## src/rtl/core_pkg.sv

```systemverilog
// Shared register-index types and stall-cause encoding for the issue hazard logic.
package core_pkg;

  localparam int NREG  = 16;
  localparam int REG_W = $clog2(NREG);

  typedef logic [REG_W-1:0] reg_idx_t;

  typedef enum logic [2:0] {
    NONE,
    RAW,
    WAW,
    CAP,
    LSU,
    WPORT
  } stall_cause_t;

endpackage

```

## src/rtl/ld_scoreboard.sv

```systemverilog
// Load scoreboard: per-register pending bits plus the count of loads in flight.
// A return that matches nothing saturates quietly; simulation flags it.
module ld_scoreboard
  import core_pkg::*;
#(
  parameter int NREG   = core_pkg::NREG,
  parameter int MAX_LD = 2,
  parameter int RW     = $clog2(NREG),
  parameter int CW     = $clog2(MAX_LD + 1)
) (
  input  logic            clk,
  input  logic            rst_n,
  input  logic            ld_fire,
  input  logic [RW-1:0]   set_idx,
  input  logic            clr_en,
  input  logic [RW-1:0]   clr_idx,
  output logic [NREG-1:0] pending,
  output logic [CW-1:0]   outstanding
);

  logic [NREG-1:0] pending_reg, pending_next;
  logic [CW-1:0]   cnt_reg, cnt_next;

  // x0 never tracks; a clear to the same index as a set takes precedence.
  assign pending_next[0] = 1'b0;
  genvar gi;
  generate
    for (gi = 1; gi < NREG; gi++) begin : g_bit
      logic clr_hit, set_hit;
      assign clr_hit = clr_en && (clr_idx == RW'(gi));
      assign set_hit = ld_fire && (set_idx == RW'(gi)) && !clr_hit;
      assign pending_next[gi] = set_hit | (pending_reg[gi] & ~clr_hit);
    end
  endgenerate

  always_comb begin
    cnt_next = cnt_reg;
    if (ld_fire && !clr_en)
      cnt_next = cnt_reg + CW'(1);
    else if (!ld_fire && clr_en && cnt_reg != '0)
      cnt_next = cnt_reg - CW'(1);
  end

  always_ff @(posedge clk or negedge rst_n) begin
    if (!rst_n) begin
      pending_reg <= '0;
      cnt_reg     <= '0;
    end else begin
      pending_reg <= pending_next;
      cnt_reg     <= cnt_next;
    end
  end

  assign pending     = pending_reg;
  assign outstanding = cnt_reg;

`ifndef SYNTHESIS
  always @(posedge clk) begin
    if (rst_n && clr_en)
      assert (cnt_reg != '0 && (clr_idx == '0 || pending_reg[clr_idx]));
  end
`endif

endmodule

```

## src/rtl/hazard_ctrl.sv

```systemverilog
// Issue hazard control: RAW/WAW/capacity/LSU/write-port stalls, load bypass, write arbitration.
// Define HAZARD_PERF_EN to add the stall_cnt and ld_bypass_cnt performance counters.
module hazard_ctrl
  import core_pkg::*;
#(
  parameter int NREG   = core_pkg::NREG,
  parameter int MAX_LD = 2,
  parameter int RW     = $clog2(NREG),
  parameter int CW     = $clog2(MAX_LD + 1)
) (
  input  logic            clk,
  input  logic            rst_n,
  input  logic            issue_valid,
  input  logic            is_br_op,
  input  logic            is_alu_op,
  input  logic            is_ls_op,
  input  logic            is_load,
  input  logic [RW-1:0]   rs1,
  input  logic [RW-1:0]   rs2,
  input  logic [RW-1:0]   rd,
  input  logic            ls_load_ready,
  input  logic [RW-1:0]   ld_rd,
  input  logic            lsu_ready,
  output logic            issue_stall,
  output logic            lsu_en,
  output logic            rs1_ld_bypass,
  output logic            rs2_ld_bypass,
  output logic            reg_we,
  output logic [RW-1:0]   rd_mux,
  output logic [CW-1:0]   ld_outstanding,
  output logic [NREG-1:0] sb_pending
`ifdef HAZARD_PERF_EN
  ,
  output logic [31:0]     stall_cnt,
  output logic [31:0]     ld_bypass_cnt
`endif
);

  logic         is_ld, reads_ops, rd_nz, fire;
  logic         raw_hit, waw_hit, cap_hit, lsu_hit, wport_hit;
  stall_cause_t stall_cause;

  assign is_ld     = is_ls_op & is_load;
  assign reads_ops = is_br_op | is_alu_op | is_ls_op;
  assign rd_nz     = (rd != '0);

  assign rs1_ld_bypass = ls_load_ready && (rs1 == ld_rd) && (rs1 != '0);
  assign rs2_ld_bypass = ls_load_ready && (rs2 == ld_rd) && (rs2 != '0);

  // WAW looks only at the registered scoreboard, so a same-cycle return still costs a cycle.
  assign raw_hit   = reads_ops && ((sb_pending[rs1] && !rs1_ld_bypass) ||
                                   (sb_pending[rs2] && !rs2_ld_bypass));
  assign waw_hit   = (is_alu_op | is_ld) && rd_nz && sb_pending[rd];
  assign cap_hit   = is_ld && (ld_outstanding == CW'(MAX_LD)) && !ls_load_ready;
  assign lsu_hit   = is_ls_op && !lsu_ready;
  assign wport_hit = is_alu_op && rd_nz && ls_load_ready;

  always_comb begin
    stall_cause = NONE;
    if (raw_hit)        stall_cause = RAW;
    else if (waw_hit)   stall_cause = WAW;
    else if (cap_hit)   stall_cause = CAP;
    else if (lsu_hit)   stall_cause = LSU;
    else if (wport_hit) stall_cause = WPORT;
  end

  assign issue_stall = issue_valid & (raw_hit | waw_hit | cap_hit | lsu_hit | wport_hit);
  assign fire        = issue_valid & ~issue_stall;
  assign lsu_en      = fire & is_ls_op;

  assign rd_mux = ls_load_ready ? ld_rd : rd;
  assign reg_we = (ls_load_ready | (fire & is_alu_op & rd_nz)) & (rd_mux != '0);

  ld_scoreboard #(
    .NREG   (NREG),
    .MAX_LD (MAX_LD),
    .RW     (RW),
    .CW     (CW)
  ) u_sb (
    .clk         (clk),
    .rst_n       (rst_n),
    .ld_fire     (fire & is_ld),
    .set_idx     (rd),
    .clr_en      (ls_load_ready),
    .clr_idx     (ld_rd),
    .pending     (sb_pending),
    .outstanding (ld_outstanding)
  );

`ifdef HAZARD_PERF_EN
  always_ff @(posedge clk or negedge rst_n) begin
    if (!rst_n) begin
      stall_cnt     <= '0;
      ld_bypass_cnt <= '0;
    end else begin
      if (issue_stall)
        stall_cnt <= stall_cnt + 32'd1;
      if (fire && (rs1_ld_bypass || rs2_ld_bypass))
        ld_bypass_cnt <= ld_bypass_cnt + 32'd1;
    end
  end
`endif

`ifndef SYNTHESIS
  always @(posedge clk) begin
    if (rst_n)
      assert (issue_stall == (issue_valid && stall_cause != NONE));
  end
`endif

endmodule

```

## config.mk

```make
export PLATFORM = sky130hd
export DESIGN_NAME = hazard_ctrl
export DESIGN_NICKNAME = d
export VERILOG_FILES = /design/src/rtl/core_pkg.sv /design/src/rtl/ld_scoreboard.sv /design/src/rtl/hazard_ctrl.sv
export SDC_FILE = /design/constraint.sdc
export NUM_CORES = 1
export LEC_CHECK = 0
export CAP_MARGIN = 40
export CORE_MARGIN = 2
export CORE_UTILIZATION = 37
export CTS_CLUSTER_DIAMETER = 60
export CTS_CLUSTER_SIZE = 12
export DETAILED_ROUTE_END_ITERATION = 7
export DONT_BUFFER_PORTS = 1
export MAX_ROUTING_LAYER = met4
export PLACE_DENSITY = 0.53
export SETUP_SLACK_MARGIN = 0.3
export SLEW_MARGIN = 25
export SYNTH_ARGS = -nofsm -noshare
export SYNTH_HDL_FRONTEND = slang
export SYNTH_SLANG_ARGS = --single-unit
```

## constraint.sdc

```tcl
create_clock -name clk -period 3.85 [get_ports clk]
set_clock_uncertainty 0.2 [all_clocks]
set_input_delay 0.77 -clock clk [delete_from_list [all_inputs] [get_ports clk]]
set_output_delay 0.77 -clock clk [all_outputs]
set_load 0.05 [all_outputs]
```

=== Word-level counts from Yosys, hierarchy flattened ===
Index checks and enable logic that the tools add are counted.

* Muxes and demuxes: 9
* Equal/unequal tests: 33
* Bitwise gates (word level): 62
* $lt $le $gt $ge: 3
* Reductions and logical operators: 89
* Add/subtract/negate cells: 2

{| class="wikitable"
|+ Operator list
! kind !! number
|-
| $eq 4x4->1 const B || 16
|-
| $logic_and 1x1->1 || 62
|-
| $eq 4x3->1 const B || 8
|-
| $and 1x1->1 || 23
|-
| $or 1x1->1 || 23
|-
| $logic_not 1->1 || 20
|-
| $eq 4x2->1 const B || 4
|-
| $not 1->1 || 16
|-
| $reduce_bool 4->1 || 4
|-
| $lt 4x5->1 const B || 3
|-
| $bmux 1 s4 || 3
|-
| $eq 4x1->1 const B || 2
|-
| $eq 4x4->1 || 2
|-
| $mux 2 || 2
|-
| $mux 4 || 1
|-
| $reduce_bool 2->1 || 2
|-
| $mux 1 || 3
|-
| $add 2x1->2 const B || 1
|-
| $eq 2x2->1 const B || 1
|-
| $sub 2x1->2 const B || 1
|-
| $logic_or 1x1->1 || 1
|}

* Flip-flop bits (word level): 17
* Input bits: 25
* Word-level logic and storage cells: 200

=== Logic depth before layout (Yosys ltp) ===
Gate-level depths: netlist (run 1).

* Word-level depth: 20
* Depth in mapped cells: 8

=== Modules after synthesis ===
From an unflattened synthesis (run 1), not the netlist that was laid out.

* Cell total of the unflattened synthesis: 161
* Area, all modules: 1,541.5 sq um

{| class="wikitable"
|+ By module, submodules not included
! module !! area each (sq um) !! cells each !! times used
|-
| ld_scoreboard || 773.2 || 77 || 1
|-
| hazard_ctrl || 768.2 || 84 || 1
|}

=== Worst setup path after synthesis (run 1) ===
No wires, ideal clock.

* Path kind: input to output
* Start: input rs1[1]
* End: output lsu_en
* Arrival: 2,949 ps
* Cell stages on the path: 8
* Path buffers: 2
* Slack: -69 ps
* Cells stage by stage: buf_2 > mux4_2 > and2_1 > o311ai_1 > o211a_2 > buf_6 > nand2_1 > nor2_1

* Word-level cells in the longest chain between the ends: 15
* Elaborated cells between the ends (all ways): 18
* Those cells by class: eq/ne (1); mux (2); bitwise (8); reduce/logical (7)

{| class="wikitable"
|+ Ends and longest elaborated chain
! what !! RTL line !! source
|-
| start: declaration || hazard_ctrl.sv:18 || <nowiki>input logic [RW-1:0] rs1,</nowiki>
|-
| branches (longest 4 deep; another with $bmux 1 s4) || - ||
|-
| $logic_and 1x1->1 (*) || hazard_ctrl.sv:51 || <nowiki>assign raw_hit = reads_ops && ((sb_pending[rs1] && !rs1_ld_bypass) ||</nowiki>
|-
| $logic_or 1x1->1 (*) || hazard_ctrl.sv:51 ||
|-
| $logic_and 1x1->1 (*) || hazard_ctrl.sv:51 ||
|-
| $or 1x1->1 (*) (4 in series) || hazard_ctrl.sv:67 || <nowiki>assign issue_stall = issue_valid & (raw_hit | waw_hit | cap_hit | lsu_hit | wport_hit);</nowiki>
|-
| $and 1x1->1 (*) || hazard_ctrl.sv:67 ||
|-
| $not 1->1 (*) || hazard_ctrl.sv:68 || <nowiki>assign fire = issue_valid & ~issue_stall;</nowiki>
|-
| $and 1x1->1 (*) || hazard_ctrl.sv:68 ||
|-
| $and 1x1->1 (*) || hazard_ctrl.sv:69 || <nowiki>assign lsu_en = fire & is_ls_op;</nowiki>
|-
| end: declaration || hazard_ctrl.sv:25 || <nowiki>output logic lsu_en,</nowiki>
|}

Every way passes the cells marked *. The select of a mux whose other input is x is not followed.

=== Final worst setup path (run 1) ===
* Start: input rs1[1]
* End: output reg_we

* Word-level cells in the longest chain between the ends: 18
* Elaborated cells between the ends (all ways): 21
* Those cells by class: eq/ne (1); mux (2); bitwise (11); reduce/logical (7)

{| class="wikitable"
|+ Ends and longest elaborated chain
! what !! RTL line !! source
|-
| branches (longest 4 deep; another with $bmux 1 s4) || - ||
|-
| $logic_and 1x1->1 (*) || hazard_ctrl.sv:51 ||
|-
| $logic_or 1x1->1 (*) || hazard_ctrl.sv:51 ||
|-
| $logic_and 1x1->1 (*) || hazard_ctrl.sv:51 ||
|-
| $or 1x1->1 (*) (4 in series) || hazard_ctrl.sv:67 ||
|-
| $and 1x1->1 (*) || hazard_ctrl.sv:67 ||
|-
| $not 1->1 (*) || hazard_ctrl.sv:68 ||
|-
| $and 1x1->1 (*) || hazard_ctrl.sv:68 ||
|-
| $and 1x1->1 (*) (2 in series) || hazard_ctrl.sv:72 || <nowiki>assign reg_we = (ls_load_ready | (fire & is_alu_op & rd_nz)) & (rd_mux != '0);</nowiki>
|-
| $or 1x1->1 (*) || hazard_ctrl.sv:72 ||
|-
| $and 1x1->1 (*) || hazard_ctrl.sv:72 ||
|-
| end: declaration || hazard_ctrl.sv:28 || <nowiki>output logic reg_we,</nowiki>
|}

Marked as above.

==> summary.md, run 1 <==
| Metric | Value |
|---|---|
| Final-report hold violation count | `0` |
| Die width | `between 60 and 70 microns` |
| Layout area overhead | `14.1%` |
| Crit path cell chain | `mux4_2, and2_1, o311ai_1, o211a_2, a41o_1, o41a_4` |
| Initial antenna violation count | `0` |
| Max reg flops | `15` |
| Tot Pwr | `552 uW` |
| Top cell family by delay on the critical path | `compound AO/OA/AOI/OAI gates` |
| Reg2reg end | `u_sb.outstanding[1]$_DFFE_PN0P_` |
| Largest stage delay on the critical path | `460 ps` |
| Setup tns final | `0 ps` |
| H-tree depth | `1` |
| Setup CP Type | `in2out` |
| Number of flops mapped to enable cells by yosys | `0` |
| Final WS setup | `389 ps` |
| Startpoint types | `input port` |
| Seq/Total Area, Yosys | `27.5%` |
| Crit-path max FO | `7` |
| Worst-case reg-to-reg path depth | `7` |
| Synth area leader | `dfrtp_1` |
| Hold Crit Class | `in2reg` |
| Cells taking the most area after synthesis | `dfrtp_1 27%, mux4_2 10%, a41oi_1 7.9%` |
| Clk Latency, worst-skew pair | `around 250 ps` |
| Yosys warnings | `0` |
| CTS root buf | `clkbuf_8` |
| CTS buffer count | `3` |
| Net Sw Frac | `38.9%` |
| Drt first pass iters | `4` |
| Ports | `52` |
| Worst VDD drop | `around 0.18 mV` |
| Via density | `around 6.6` |
| Actual slew at the worst max-slew pin | `800 ps` |
| Leak | `0.000726 uW` |
| Data arrival time of the worst path | `2490 ps` |
| Comb power frac | `36.5%` |
| Worst EP required | `approximately 2900 ps` |
| Most common library cells after synthesis | `17 x dfrtp_1, 15 x a21oi_1, 14 x a41oi_1` |
| Hold path endpoint | `u_sb.pending[11]$_DFF_PN0_` |
| Internal | `338 uW` |
| Cell area power density | `313 nW/um^2` |
| Antenna-violating nets left | `0` |
| Syn Area/Cell | `between 9 and 10 sq um` |
| DRC viols | `0` |
| Wire per inst | `23.1 microns` |
| Pre-CTS WS | `261 ps` |
| Core Footprint | `approximately 4000 sq um` |
| Clock-pin slew on the worst setup and hold paths | `60 ps` |
| Cell variety after synth | `49` |
| Worst r2r src | `u_sb.pending[2]$_DFF_PN0_` |
| Final setup viols | `0` |
| RSZ-0062 raised after global routing | `false` |
| Reg power frac | `slightly below 40%` |
| 1st-iter DRT viols | `141` |
| Total gr overflow | `0` |
| Syn nets | `between 150 and 200` |
| Layout cells sized above 1 | `23.3%` |
| Post-synth ARST share | `100%` |
| Minimum clock period | `around 3500 ps` |
| Yosys top cell area share | `27.5%` |
| Dpl hpwl | `3.92 mm` |
| Post-Syn Area | `1550 sq um` |
| Vias post-DR | `between 1500 and 2000` |
| Worst hold slack | `417 ps` |
| N_diodes | `0` |
| GP Congestion | `0.828` |
| Final wirelength | `5.31 mm` |
| Top_reg_cell synth | `dfrtp_1` |
| Sw Pwr | `215 uW` |
| FP Rows | `23` |
| Die extent in y | `68.7 microns` |
| Largest net degree at the start of global routing | `21` |
| Port bufs | `0` |
| Initial Util | `38.7%` |
| Period utilization | `89.9%` |
| Hold Crit Start | `ld_rd[0]` |
| CP bufs+invs | `0` |
| Critical path depth in cells | `6` |
| Slew headroom | `a little under half` |
| Final Max Slew Viols | `0` |
| Max-cap violations | `0` |
| Clock power frac | `24.2%` |
| Vias in the first global route | `1481` |
| Crit-path slowest cell | `mux4_2` |
| Worst Setup End Kind | `output port` |
| Mapped Cells | `167` |
| Die Area | `4720 sq um` |
| R2R Setup Slk | `1290 ps` |
| Fmax | `289 MHz` |
| Synthesized flop and latch total | `17` |
| First-pass GRT wire length | `roughly 7.6 mm` |
| Final net count | `206` |
| Clk sinks | `17` |
| Max clock buf depth | `2` |
| Hold Path Stages | `1` |
| TritonCTS clock tree | `done` |
| Most numerous cell in the Yosys netlist | `dfrtp_1` |
| Outcome | `complete, no violations` |
| Total Routing Usage GR | `23.4%` |
-- layout make-up --
| class | count | area (sq um) |
|---|---|---|
| inverter | 5 | 18.8 |
| tap | 50 | 62.6 |
| sequential | 17 | 427 |
| timing repair buffer | 22 | 168 |
| fill | 392 | 2230 |
| clock buffer | 4 | 45.0 |
| multi-input combinational | 132 | 1050 |
-- how the worst max path moves through the flow --
| stage | startpoint | endpoint |
|---|---|---|
| 6_report | rs1[1] | reg_we |
| 5_1_grt | u_sb.pending[2]$_DFF_PN0_ | issue_stall |
| 4_1_cts | rs1[1] | reg_we |
| 3_5_place_dp | rs1[1] | reg_we |
| 3_3_place_gp | rs1[1] | reg_we |
| 2_1_floorplan | rs1[1] | issue_stall |
-- worst register-to-register path, delay by kind of cell (launching register included) --
kind                   cells  cell delay, ps
buffers and inverters      1             280
AOI/OAI and AO/OA          2             360
muxes                      1             550
and+or+nand+nor            3             440
DFF                        1             620
-- per-stage QoR --
stage	cell area (sq um)	utilization, %	instances
final	1770	44.2	230
after global routing	1770	44.2	230
after CTS	1740	43.5	227
after detailed placement	1690	42.2	223
after global placement	1690	42.2	223
after floorplan	1560	-	167
-- layer usage --
layer	vias to the layer above	wire length [microns]	track usage [%]
li1	689	-	-
met1	749	2120	28.4
met2	83	2700	39.2
met3	6	445	4.06
met4	0	42	7.75
met5	-	0	-
-- power groups by stage --
stage | clock [uW] | combinational [uW] | sequential [uW]
floorplan | 0 | 124 | 253
global placement | 0 | 189 | 220
detailed placement | 0 | 190 | 220
CTS | 139 | 193 | 217
global route | 144 | 213 | 219
finish | 133 | 202 | 218
-- repair_timing --
action | in CTS | in global routing
pin swaps | 0 | 1
resized for setup | 1 | 1
endpoints found under the hold margin | 0 | 17
endpoints found under the setup margin | 1 | 3
hold buffers | 0 | 1
buffers inserted | 0 | 2
-- logic make-up after synthesis --
| group | after synthesis | share of synthesized area, % |
|---|---|---|
| mux | 18 | 17.7 |
| xor+xnor | 6 | 3.40 |
| compound gates | 55 | 26.5 |
| flops | 17 | 27.5 |
| other cells | 1 | 0.242 |
| simple gates | 52 | 18.5 |
| buf+inv | 18 | 6.14 |
-- placed cells by master (no fill, tap or decap), types with 5 or more instances in the layout --
cell	instances
nor2b_1	7
dfrtp_1	16
nand2_1	5
buf_4	21
nor2_1	12
mux2i_1	6
and2_1	5
inv_1	5
a21oi_1	15
a41oi_1	14
a31oi_1	5
mux4_2	7
nand3_1	5
(Power assumes the default switching activity.)
==> run 2: changes to the inputs <==
--- a/config.mk
+++ b/config.mk
@@ -7,13 +7,13 @@
 export LEC_CHECK = 0
 export CAP_MARGIN = 40
 export CORE_MARGIN = 2
-export CORE_UTILIZATION = 37
+export CORE_UTILIZATION = 63
 export CTS_CLUSTER_DIAMETER = 60
 export CTS_CLUSTER_SIZE = 12
 export DETAILED_ROUTE_END_ITERATION = 7
 export DONT_BUFFER_PORTS = 1
 export MAX_ROUTING_LAYER = met4
-export PLACE_DENSITY = 0.53
+export PLACE_DENSITY = 0.81
 export SETUP_SLACK_MARGIN = 0.3
 export SLEW_MARGIN = 25
 export SYNTH_ARGS = -nofsm -noshare
==> run 2 against run 1 <==
First-iteration DRC count shrank 44%. Routed wire length down 11%. Combinational power is 4% lower. Utilization rose by 30 points. Largest cell class unchanged.
==> summary.md, run 2 (synthesized netlist as in run 1, its figures left out) <==
| Metric | Value |
|---|---|
| Outcome | `complete, no violations` |
| Total Routing Usage GR | `~37%` |
| Max reg flops | `15` |
| Final wirelength | `roughly 4.7 mm` |
| Largest stage delay on the critical path | `460 ps` |
| First-pass GRT wire length | `7.32 mm` |
| GP Congestion | `1.03` |
| Final setup viols | `0` |
| Layout cells sized above 1 | `22.2%` |
| N_diodes | `0` |
| Wire per inst | `23.3 microns` |
| Max clock buf depth | `2` |
| RSZ-0062 raised after global routing | `false` |
| CTS buffer count | `3` |
| Total gr overflow | `0` |
| Leak | `between 0.0006 and 0.0007 uW` |
| Worst VDD drop | `0.286 mV` |
| Layout area overhead | `8.73%` |
| Leading cell type in the layout, fill and taps excluded | `buf_4` |
| Crit path cell chain | `mux4_2, and2_1, o311ai_1, o211a_2, a41o_1, o41a_2` |
| Vias post-DR | `1575` |
| Final Max Slew Viols | `0` |
| Crit-path max FO | `7` |
| Drt first pass iters | `6` |
| Ports | `52` |
| FP Rows | `17` |
| 1st-iter DRT viols | `79` |
| Worst Setup End Kind | `output port` |
| Startpoint types | `input port` |
| Max-cap violations | `0` |
| Via density | `7.72` |
| Fmax | `between 200 and 300 MHz` |
| Hold Crit Start | `ld_rd[0]` |
| Worst r2r src | `u_sb.pending[10]$_DFF_PN0_` |
| Final net count | `~200` |
| Highest-count cells in the layout ignoring fill and taps | `17 x buf_4, 15 x a21oi_1, 15 x dfrtp_1, 14 x a41oi_1, 12 x nor2_1` |
| Dpl hpwl | `3.59 mm` |
| Die Area | `2870 sq um` |
| Actual slew at the worst max-slew pin | `approximately 900 ps` |
| Clk sinks | `17` |
| Setup tns final | `0 ps` |
| Reg2reg end | `u_sb.pending[11]$_DFF_PN0_` |
| Worst-case reg-to-reg path depth | `7` |
| H-tree depth | `1` |
| Final-report hold violation count | `0` |
| Data arrival time of the worst path | `~2500 ps` |
| Vias in the first global route | `around 1500` |
| Core Footprint | `2280 sq um` |
| Clock-pin slew on the worst setup and hold paths | `100 ps` |
| Antenna-violating nets left | `0` |
| TritonCTS clock tree | `done` |
| R2R Setup Slk | `1280 ps` |
| Worst EP required | `roughly 2900 ps` |
| Period utilization | `between 80% and 90%` |
| Initial antenna violation count | `0` |
| Final core occ | `73.9%` |
| Post-CTS setup buffer count | `0` |
| Cell area power density | `302 nW/um^2` |
| Hold Crit Class | `in2reg` |
| DRC viols | `0` |
| Clk Latency, worst-skew pair | `290 ps` |
| Initial Util | `a little under 70%` |
| Largest net degree at the start of global routing | `21` |
| Slew headroom | `40.2%` |
| CTS root buf | `clkbuf_4` |
| Minimum clock period | `3460 ps` |
| Crit-path slowest cell | `mux4_2` |
| Hold path endpoint | `u_sb.pending[3]$_DFF_PN0_` |
| Port bufs | `0` |
| Die width | `approximately 54 microns` |
| Die extent in y | `53.6 microns` |
| Setup CP Type | `in2out` |
| Hold Path Stages | `1` |
==> run 2: what timing repair did <==
action / 4_1_cts / 5_1_grt
setup endpoints to repair: 0 / 2
hold buffers: 1 / 0
resized for setup: 0 / 2
hold endpoints to repair: 17 / 0
==> run 2: worst max path at each step <==
stage | start | to | cells after the start
detailed placement | rs1[1] | reg_we | 6
global placement | rs1[1] | reg_we | 6
CTS | rs1[1] | reg_we | 6
global route | rs1[1] | reg_we | 6
finish | rs1[1] | reg_we | 6
floorplan | rs1[1] | issue_stall | 8
==> run 2: critical path, delay by kind of cell <==
family / cells / cell delay (ps)
AND/OR/NAND/NOR: 1 / 160
multiplexers: 1 / 460
AO/OA/AOI/OAI: 4 / 1110
==> run 2: final cells by class <==
cell class	count	area, sq um
well taps	28	35.0
repair buffers	18	138
multi-input cells	132	1040
clock buffers	4	26.3
fillers	180	593
flip-flops and latches	17	428
inverters	5	18.8
==> run 2: where the power goes <==
group	total, uW	leakage (uW)	switching, uW	internal, uW
clock	96.2	0.0000150	55.9	40.3
sequential	219	0.000231	27.4	191
combinational	194	0.000446	126	68.4
total	509	0.000692	209	300
==> run 2: metrics by stage <==
| stage | cells | cell area, sq um | total power (uW) | hold slack, ps | setup slack, ps |
|---|---|---|---|---|---|
| after floorplan | 167 | 1560 | 377 | 274 | 266 |
| after global placement | 199 | 1640 | 402 | 275 | 414 |
| after detailed placement | 199 | 1640 | 408 | 275 | 393 |
| after CTS | 204 | 1680 | 505 | 368 | 391 |
| after global routing | 204 | 1680 | 532 | 354 | 306 |
| final | 204 | 1680 | 509 | 367 | 385 |
==> run 2: per-layer routing <==
metal | vias up | track usage, % | wire, microns
li1 | 676 | - | -
met5 | - | - | 0
met4 | 0 | 17.5 | 118
met1 | 769 | 45.1 | 1720
met2 | 115 | 56.4 | 2350
met3 | 15 | 11.1 | 565
